**src/rtl/rv32i_decode.sv**
```systemverilog
// RV32I instruction decoder.
// Splits an instruction word into opcode/funct/register fields, builds the
// sign-extended immediate for the instruction format, flags illegal encodings
// and keeps a sticky illegal-instruction flag.
// Ports:
//   clk, rst      : clock, synchronous active-high reset
//   dec_en        : decode strobe (qualifies sticky flag and registered capture)
//   insn          : 32-bit instruction word
//   opcode        : insn[6:2]
//   funct7/funct3 : insn[31:25] / insn[14:12]
//   rd/rs1/rs2    : insn[11:7] / insn[19:15] / insn[24:20]
//   imm           : sign-extended immediate (0 for R-type and unknown opcodes)
//   invalid       : current decode is illegal
//   invalid_seen  : sticky, set when an illegal insn is decoded with dec_en=1
// REG_OUT=0 makes the decode outputs combinational; REG_OUT=1 registers them
// on clk when dec_en=1.
module rv32i_decode #(
  parameter bit REG_OUT = 1'b0
) (
  input  logic        clk,
  input  logic        rst,
  input  logic        dec_en,
  input  logic [31:0] insn,
  output logic [4:0]  opcode,
  output logic [6:0]  funct7,
  output logic [2:0]  funct3,
  output logic        invalid,
  output logic [4:0]  rd,
  output logic [4:0]  rs1,
  output logic [4:0]  rs2,
  output logic [31:0] imm,
  output logic        invalid_seen
);

  localparam int unsigned XLEN = 32;

  localparam logic [4:0] OP_LOAD   = 5'b00000;
  localparam logic [4:0] OP_MISC   = 5'b00011;
  localparam logic [4:0] OP_ALUIMM = 5'b00100;
  localparam logic [4:0] OP_AUIPC  = 5'b00101;
  localparam logic [4:0] OP_STORE  = 5'b01000;
  localparam logic [4:0] OP_ALU    = 5'b01100;
  localparam logic [4:0] OP_LUI    = 5'b01101;
  localparam logic [4:0] OP_BRANCH = 5'b11000;
  localparam logic [4:0] OP_JALR   = 5'b11001;
  localparam logic [4:0] OP_JAL    = 5'b11011;
  localparam logic [4:0] OP_SYSTEM = 5'b11100;

  localparam logic [6:0] F7_ZERO = 7'b0000000;
  localparam logic [6:0] F7_ALT  = 7'b0100000;

  logic [4:0]      dec_op;
  logic [2:0]      dec_f3;
  logic [6:0]      dec_f7;
  logic [XLEN-1:0] dec_imm;
  logic            dec_invalid;

  assign dec_op = insn[6:2];
  assign dec_f3 = insn[14:12];
  assign dec_f7 = insn[31:25];

  // Immediate assembly and legality check per opcode
  always_comb begin
    dec_imm     = '0;
    dec_invalid = 1'b0;
    case (dec_op)
      OP_LOAD: begin
        dec_imm = {{20{insn[31]}}, insn[31:20]};
        if (dec_f3 == 3'b011 || dec_f3[2:1] == 2'b11) dec_invalid = 1'b1;
      end
      OP_MISC, OP_SYSTEM: begin
        dec_imm = {{20{insn[31]}}, insn[31:20]};
      end
      OP_ALUIMM: begin
        dec_imm = {{20{insn[31]}}, insn[31:20]};
        // Shift-immediates reuse funct7 as the upper immediate bits
        if (dec_f3 == 3'b001 && dec_f7 != F7_ZERO) dec_invalid = 1'b1;
        if (dec_f3 == 3'b101 && dec_f7 != F7_ZERO && dec_f7 != F7_ALT) dec_invalid = 1'b1;
      end
      OP_JALR: begin
        dec_imm = {{20{insn[31]}}, insn[31:20]};
        if (dec_f3 != 3'b000) dec_invalid = 1'b1;
      end
      OP_AUIPC, OP_LUI: begin
        dec_imm = {insn[31:12], 12'b0};
      end
      OP_STORE: begin
        dec_imm = {{20{insn[31]}}, insn[31:25], insn[11:7]};
        if (dec_f3 > 3'b010) dec_invalid = 1'b1;
      end
      OP_ALU: begin
        if (dec_f7 != F7_ZERO && dec_f7 != F7_ALT) dec_invalid = 1'b1;
        if (dec_f7 == F7_ALT && dec_f3 != 3'b000 && dec_f3 != 3'b101) dec_invalid = 1'b1;
      end
      OP_BRANCH: begin
        dec_imm = {{20{insn[31]}}, insn[7], insn[30:25], insn[11:8], 1'b0};
        if (dec_f3[2:1] == 2'b01) dec_invalid = 1'b1;
      end
      OP_JAL: begin
        dec_imm = {{12{insn[31]}}, insn[19:12], insn[20], insn[30:21], 1'b0};
      end
      default: begin
        dec_invalid = 1'b1;
      end
    endcase
    if (insn[1:0] != 2'b11) dec_invalid = 1'b1;
  end

  generate
    if (REG_OUT) begin : g_reg
      // Capture decode on strobe; hold otherwise
      always_ff @(posedge clk) begin
        if (rst) begin
          opcode  <= '0;
          funct7  <= '0;
          funct3  <= '0;
          rd      <= '0;
          rs1     <= '0;
          rs2     <= '0;
          imm     <= '0;
          invalid <= 1'b0;
        end else if (dec_en) begin
          opcode  <= dec_op;
          funct7  <= dec_f7;
          funct3  <= dec_f3;
          rd      <= insn[11:7];
          rs1     <= insn[19:15];
          rs2     <= insn[24:20];
          imm     <= dec_imm;
          invalid <= dec_invalid;
        end
      end
    end else begin : g_comb
      assign opcode  = dec_op;
      assign funct7  = dec_f7;
      assign funct3  = dec_f3;
      assign rd      = insn[11:7];
      assign rs1     = insn[19:15];
      assign rs2     = insn[24:20];
      assign imm     = dec_imm;
      assign invalid = dec_invalid;
    end
  endgenerate

  // Sticky illegal flag; reset wins over a same-edge set
  always_ff @(posedge clk) begin
    if (rst) begin
      invalid_seen <= 1'b0;
    end else if (dec_en && dec_invalid) begin
      invalid_seen <= 1'b1;
    end
  end

endmodule

```
**config.mk**
```make
export PLATFORM = sky130hd
export DESIGN_NAME = rv32i_decode
export DESIGN_NICKNAME = d
export VERILOG_FILES = /design/src/rtl/rv32i_decode.sv
export SDC_FILE = /design/constraint.sdc
export NUM_CORES = 1
export LEC_CHECK = 0
export CAP_MARGIN = 0
export CORE_AREA = 2 2 48 72
export CTS_BUF_LIST = sky130_fd_sc_hd__clkbuf_2 sky130_fd_sc_hd__clkbuf_4 sky130_fd_sc_hd__clkbuf_8
export CTS_CLUSTER_SIZE = 20
export DETAILED_ROUTE_END_ITERATION = 6
export DIE_AREA = 0 0 50 74
export PLACE_DENSITY = 0.87
export SYNTH_ARGS = -nofsm -noshare
export SYNTH_HDL_FRONTEND = slang
export SYNTH_SLANG_ARGS = --single-unit
export TNS_END_PERCENT = 20
```
**constraint.sdc**
```tcl
create_clock -name clk -period 3.4 [get_ports clk]
set_input_delay 0.34 -clock clk [delete_from_list [all_inputs] [get_ports clk]]
set_output_delay 0.34 -clock clk [all_outputs]
set_load 0.03 [all_outputs]
```
==> metrics.yaml, run 1 <==
worst_setup_path:
  critPathCaptureType: "output pin"
  criticalPathCategory: "in -> out"
  r2r_cells: 2
  critical_path.max_stage_delay_ns: 0.60
  startpoint_type: "input port"
  worstPathArrival_ns: 2.73
  crit_family: "buffers and inverters"
  slowest_stage: "clkdlybuf4s50_1"
  crit_top_cell: "clkdlybuf4s50_1"
  worstPathCellList: "clkdlybuf4s50_1, or4_4, o311ai_1, o21ai_1, or4_1, clkdlybuf4s50_1"
  r2r-end: "invalid_seen"
  worst-path-max-fanout: 4
  r2r_start: "invalid_seen"
  required_ns: 3.06
  timing.reg2reg.setup_slack_ns: 2.89
  crit_buf_inv: 2
yosys:
  synth_compound_area_share_pct: 30.7
  syn_inst: 161
  synth.yosys.seq_area_share_pct: 2.14
  ys_ff_latch: 1
  yosys_warnings: 0
  synth-simple-area-share_pct: 35.0
  synth_fa_ha_area_share_pct: 0
  ys_types: 36
  synth_xor_area_share_pct: 0.938
  syn_area_per_cell_um2: 5.80
  netlist_area_um2: 933
  synth_mux_area_share_pct: 0
  synth_top_family_by_area: "simple AND/OR/NAND/NOR gates"
  syn-num-nets: 196
pwr:
  p_leak_nw: 0.724
  p_clk_share_pct: 0
  switching_share_pct: 52.4
  internal_power_uw: 147
  switching_power_uw: 162
  power_frac_seq_pct: 4.3
  peakVddDrop_uv: 138
  combPwrFrac_pct: 95.7
  power_density_mw_per_mm2: 176
cells_and_area:
  nFillCells: 288
  layout_commonest_cell: "clkdlybuf4s50_1"
  largest_reg_flops: 1
  regMostFlops: "invalid_seen"
  finalNetCount: 265
  n_antenna_cell: 0
  drive_gt1_share_pct: 5.26
  areaGrowthSynthToFinish_pct: 88.1
  final_cell_mix: "98 x clkdlybuf4s50_1, 31 x nand2_1, 19 x o21ai_0, 10 x nor2_1, 10 x inv_1"
  top_regs: "invalid_seen x1"
  final_util_pct: 56.7
floorplanning:
  coreArea_mm2: 0.00310
  io_pins: 99
  start_util_pct: 30.1
  die_h_um: 74
  rows: 25
  dieWidth_um: 50
  fp.dieArea_mm2: 0.00370
cts:
  clkTransAtPathRegs_ns: 0
  cts_setup_buffers: 0
  cts.hold.buffers_added: 0
  insertion_delay_ns: 0
  cts_resized: 0
sta:
  tns_ns: 0
  fmax_ghz: 0.326
  rsz0062_at_grt: "no"
  hold_viol: 0
  fin_crit_sh_pct: 90.3
  fin_crit_ns: 3.07
  drv_slew: 0
  slew_headroom_pct: 51.4
  fin_skew_ns: 0
  setup_viol: 0
  worst_pin_slew_ns: 0.721
min_path:
  holdPathEnd: "invalid_seen"
  holdPathStages: 2
  min_from: "invalid_seen"
  hold_class: "reg -> reg"
placed_design:
  dp_hpwl_um: 2720
  port_buffers: 98
  routabilityCongestion: 0.867
routing:
  via_per_inst: 4.73
  drcViolationCount: 0
  ant_nets: 0
  initialDrtViolationCount: 14
  vias: 1267
  drt-total-wl_um: 3190
  wire_per_inst_um: 11.9
  drt_pass1_iterations: 4
global_routing:
  grt_use_total_pct: 15.9
  antenna_found_initial: 0
  grt_overflow: 0
  grt_max_degree: 13
  grt_pass1_wl_um: 4950
  grt_pass1_vias: 1220
outcome:
  outcome: "finished, final reports clean"
job:
  maxCapViolCount: 0
==> cells in the mapped netlist <==
cell / count / share of area [%]
buf_2: 2 / 1.1
o21ai_0: 19 / 10
o311a_1: 1 / 1.1
o22a_1: 1 / 0.94
nand2_1: 31 / 12
nand2b_1: 3 / 2.0
inv_1: 10 / 4.0
a22o_1: 4 / 3.8
nor3_1: 3 / 1.6
a21o_2: 1 / 0.94
nand3b_1: 1 / 0.80
and3_1: 1 / 0.67
a211oi_1: 2 / 1.6
nor3b_1: 2 / 1.6
buf_4: 30 / 24
xor2_1: 1 / 0.94
o311ai_1: 1 / 0.94
and2_1: 7 / 4.7
o21ai_1: 1 / 0.54
o2bb2ai_1: 1 / 0.94
and2_2: 1 / 0.80
nor2b_1: 3 / 2.0
a21bo_2: 1 / 1.1
or4_1: 1 / 0.80
a21oi_1: 8 / 4.3
dfxtp_1: 1 / 2.1
a21o_1: 1 / 0.80
a31oi_1: 1 / 0.67
nor4b_1: 1 / 0.94
a21boi_0: 1 / 0.80
o41ai_1: 1 / 0.94
clkbuf_1: 5 / 2.0
or2_2: 2 / 1.3
o2111a_1: 1 / 1.2
nor2_1: 10 / 4.0
or4_4: 1 / 1.2
==> per-layer routing <==
layer	up-vias	track usage [%]	share of wire [%]
met5	-	0	0
met1	563	16.4	37
li1	655	-	-
met4	0	1.23	0.56
met3	2	3.01	6.2
met2	47	33.3	56
==> cell families after synthesis <==
kind of cell    after synthesis
simple gates                 67
buf+inv                      47
compound gates               45
xor+xnor                      1
flops                         1
==> worst register-to-register path, cell delays in order (launching register included) <==
cell and delay, ns:
dfxtp_1 0.30, inv_1 0.04, a21oi_1 0.10
==> how the worst max path moves through the flow <==
stage,cells past startpoint,from,endpoint,slack (ns)
floorplan,4,insn[31],invalid,1.26
global placement,6,insn[26],invalid,0.34
detailed placement,6,insn[26],invalid,0.33
CTS,6,insn[26],invalid,0.32
global route,5,insn[4],imm[14],0.18
finish,6,insn[26],invalid,0.33
==> stage by stage <==
step / setup slack [ns] / power, mW / instance area [um^2] / hold WS (ns) / instances
final: 0.329 / 0.310 / 1760 / 0.430 / 268
after global routing: 0.180 / 0.327 / 1760 / 0.460 / 268
after CTS: 0.324 / 0.311 / 1760 / 0.436 / 268
after detailed placement: 0.330 / 0.310 / 1760 / 0.436 / 268
after global placement: 0.344 / 0.309 / 1760 / 0.433 / 268
after floorplan: 1.26 / 0.187 / 933 / 0.409 / 161
==> power groups by stage <==
stage | logic (mW) | clock network [mW] | registers [mW]
after floorplan | 0.172 | 0 | 0.0153
after global placement | 0.296 | 0 | 0.0133
after detailed placement | 0.297 | 0 | 0.0133
after CTS | 0.298 | 0 | 0.0133
after global routing | 0.314 | 0 | 0.0134
final | 0.296 | 0 | 0.0133
==> cell type report <==
type                       instances  area [um^2]  share of cell area, %
tap                               40         50.0                   2.85
timing repair buffer             104         1030                   58.4
inverter                          10         37.5                   2.14
sequential                         1         20.0                   1.14
multi-input combinational        113          622                   35.4
Note: power is estimated with default switching activity, not from simulation.
==> run 2, diff against run 1 <==
==> config.mk (replaced) <==
export PLATFORM = sky130hd
export DESIGN_NAME = rv32i_decode
export DESIGN_NICKNAME = d
export VERILOG_FILES = /design/src/rtl/rv32i_decode.sv
export SDC_FILE = /design/constraint.sdc
export NUM_CORES = 1
export LEC_CHECK = 0
export CAP_MARGIN = 0
export CORE_AREA = 2 2 48 73
export CTS_CLUSTER_SIZE = 20
export DETAILED_ROUTE_END_ITERATION = 6
export DIE_AREA = 0 0 50 75
export PLACE_DENSITY = 0.86
export SLEW_MARGIN = 0
export SYNTH_ARGS = -nofsm -noshare
export SYNTH_HDL_FRONTEND = slang
export SYNTH_SLANG_ARGS = --single-unit
export TNS_END_PERCENT = 20
==> run 2 against run 1 <==
Against the previous run: cell count stayed put; routed wire length is 3.3% higher; register-to-register slack hardly changed; global-route usage is 0.50 points higher; fmax is 3.2% lower; setup slack worse by 0.10 ns; clock skew stayed put; critical path depth is 1 lower; worst hold slack better by 0.0034 ns; critical path type unchanged.
==> metrics.yaml, run 2 (same netlist as run 1, synthesis figures left out) <==
outcome:
  outcome: "finished, final reports clean"
job:
  maxCapViolCount: 0  # unchanged
sta:
  fin_crit_ns: 3.17  # +0.101 ns
  finalWorstSetupSlack_ns: 0.228  # -0.101 ns
  rsz0062_at_grt: "no"
  whs_ns: 0.433  # +0.00340 ns
  drv_slew: 0  # unchanged
  slew_headroom_pct: 52.5  # +1.1 points
  setup_viol: 0  # unchanged
  tns_ns: 0  # unchanged
  worst_pin_slew_ns: 0.705  # -0.0161 ns
  fmax_ghz: 0.315  # -3.2%
  fin_skew_ns: 0  # unchanged
  fin_crit_sh_pct: 93.3  # +3.0 points
  hold_viol: 0  # unchanged
worst_setup_path:
  r2r_cells: 2  # unchanged
  startpoint_type: "input port"
  critPathCaptureType: "output pin"
  criticalPathCategory: "in -> out"
  r2r-end: "invalid_seen"
  crit_end: "imm[13]"
  worstPathArrival_ns: 2.83  # +0.10 ns
  crit_start: "insn[3]"
  timing.reg2reg.setup_slack_ns: 2.88  # about the same
  required_ns: 3.06  # about the same
  r2r_start: "invalid_seen"
  worst-path-max-fanout: 15  # +11
cts:
  insertion_delay_ns: 0  # unchanged
  cts_setup_buffers: 0  # unchanged
  cts.hold.buffers_added: 0  # unchanged
  cts_resized: 0  # unchanged
  clkTransAtPathRegs_ns: 0  # unchanged
routing:
  initialDrtViolationCount: 14  # unchanged
  drcViolationCount: 0  # unchanged
  wire_per_inst_um: 12.3  # +3.3%
  drt-total-wl_um: 3290  # +3.3%
  ant_nets: 0  # unchanged
  drt_pass1_iterations: 4  # unchanged
  vias: 1307  # +3.2%
  via_per_inst: 4.88  # +3.2%
pwr:
  internal_power_uw: 147  # about the same
  peakVddDrop_uv: 129  # -6.3%
  p_leak_nw: 0.724  # unchanged
  combPwrFrac_pct: 95.7  # about the same
  switching_power_uw: 163  # +0.29%
  power_density_mw_per_mm2: 177  # +0.14%
  p_clk_share_pct: 0  # unchanged
  switching_share_pct: 52.5  # +0.077 points
  power_frac_seq_pct: 4.3  # about the same
floorplanning:
  coreArea_mm2: 0.00310  # unchanged
  dieWidth_um: 50  # unchanged
  start_util_pct: 30.1  # unchanged
  fp.dieArea_mm2: 0.00375  # +1.4%
  rows: 25  # unchanged
  io_pins: 99  # unchanged
  die_h_um: 75  # +1.4%
global_routing:
  grt_pass1_wl_um: 5120  # +3.5%
  grt_max_degree: 16  # +3
  grt_pass1_vias: 1254  # +2.8%
  grt_overflow: 0  # unchanged
  antenna_found_initial: 0  # unchanged
  grt_use_total_pct: 16.4  # +0.50 points
min_path:
  min_from: "invalid_seen"
  hold_class: "reg -> reg"
cells_and_area:
  n_antenna_cell: 0  # unchanged
  areaGrowthSynthToFinish_pct: 88.1  # unchanged
  nFillCells: 280  # -2.8%
  final_cell_mix: "98 x clkdlybuf4s50_1, 31 x nand2_1, 19 x o21ai_0, 10 x nor2_1, 10 x inv_1"
  final_util_pct: 56.7  # unchanged
  finalNetCount: 265  # unchanged
  multiInputGateArea_um2: 622  # unchanged
  top_regs: "invalid_seen x1"
  regMostFlops: "invalid_seen"
  largest_reg_flops: 1  # unchanged
  drive_gt1_share_pct: 5.26  # unchanged
  seq_area_um2: 20.0  # unchanged
  layout_commonest_cell: "clkdlybuf4s50_1"
placed_design:
  dp_slack_ns: 0.254  # -0.0756 ns
  port_buffers: 98  # unchanged
  routabilityCongestion: 0.802  # -7.5%
  dp_hpwl_um: 2810  # +3.2%
-- run 2: cell counts in the layout (fill, tap and decap cells not counted) --
Identical to the previous run, type by type.
-- run 2: metal layers --
metal  GRT usage [%]  share of wire, %  vias to the layer above
li1                -                 -                      654
met5               0                 0                        -
met4           0.309             0.061                        0
met1            17.4                36                      592
met3            2.78               6.6                        2
met2            34.6                57                       59
-- run 2: worst min-delay path by stage --
stage | endpoint | slack [ns] | depth (start not counted)
2_1_floorplan | invalid_seen | 0.41 | 1
3_3_place_gp | invalid_seen | 0.43 | 2
3_5_place_dp | invalid_seen | 0.44 | 2
4_1_cts | invalid_seen | 0.44 | 2
5_1_grt | invalid_seen | 0.46 | 2
6_report | invalid_seen | 0.43 | 2
-- run 2: per-stage QoR --
stage | std cells | total power, mW | area [um^2]
global route | 268 | 0.328 | 1760
floorplan | 161 | 0.187 | 933
global placement | 268 | 0.309 | 1760
CTS | 268 | 0.312 | 1760
finish | 268 | 0.310 | 1760
detailed placement | 268 | 0.311 | 1760
-- run 2: worst max-delay path: stages --
cell,delay [ns]
clkdlybuf4s50_1,0.64
nor3b_1,0.50
o21ai_0,0.38
o21ai_0,0.27
clkdlybuf4s50_1,0.71
-- run 2: power groups by stage --
stage	Sequential, mW	Clock [mW]	Combinational [mW]
after floorplan	0.0153	0	0.172
after global placement	0.0133	0	0.296
after detailed placement	0.0134	0	0.297
after CTS	0.0134	0	0.298
after global routing	0.0134	0	0.314
final	0.0134	0	0.297
-- run 2: layout make-up --
type / count / area share (%)
multi-input combinational: 113 / 35.4
tap: 40 / 2.85
timing repair buffer: 104 / 58.4
inverter: 10 / 2.14
sequential: 1 / 1.14
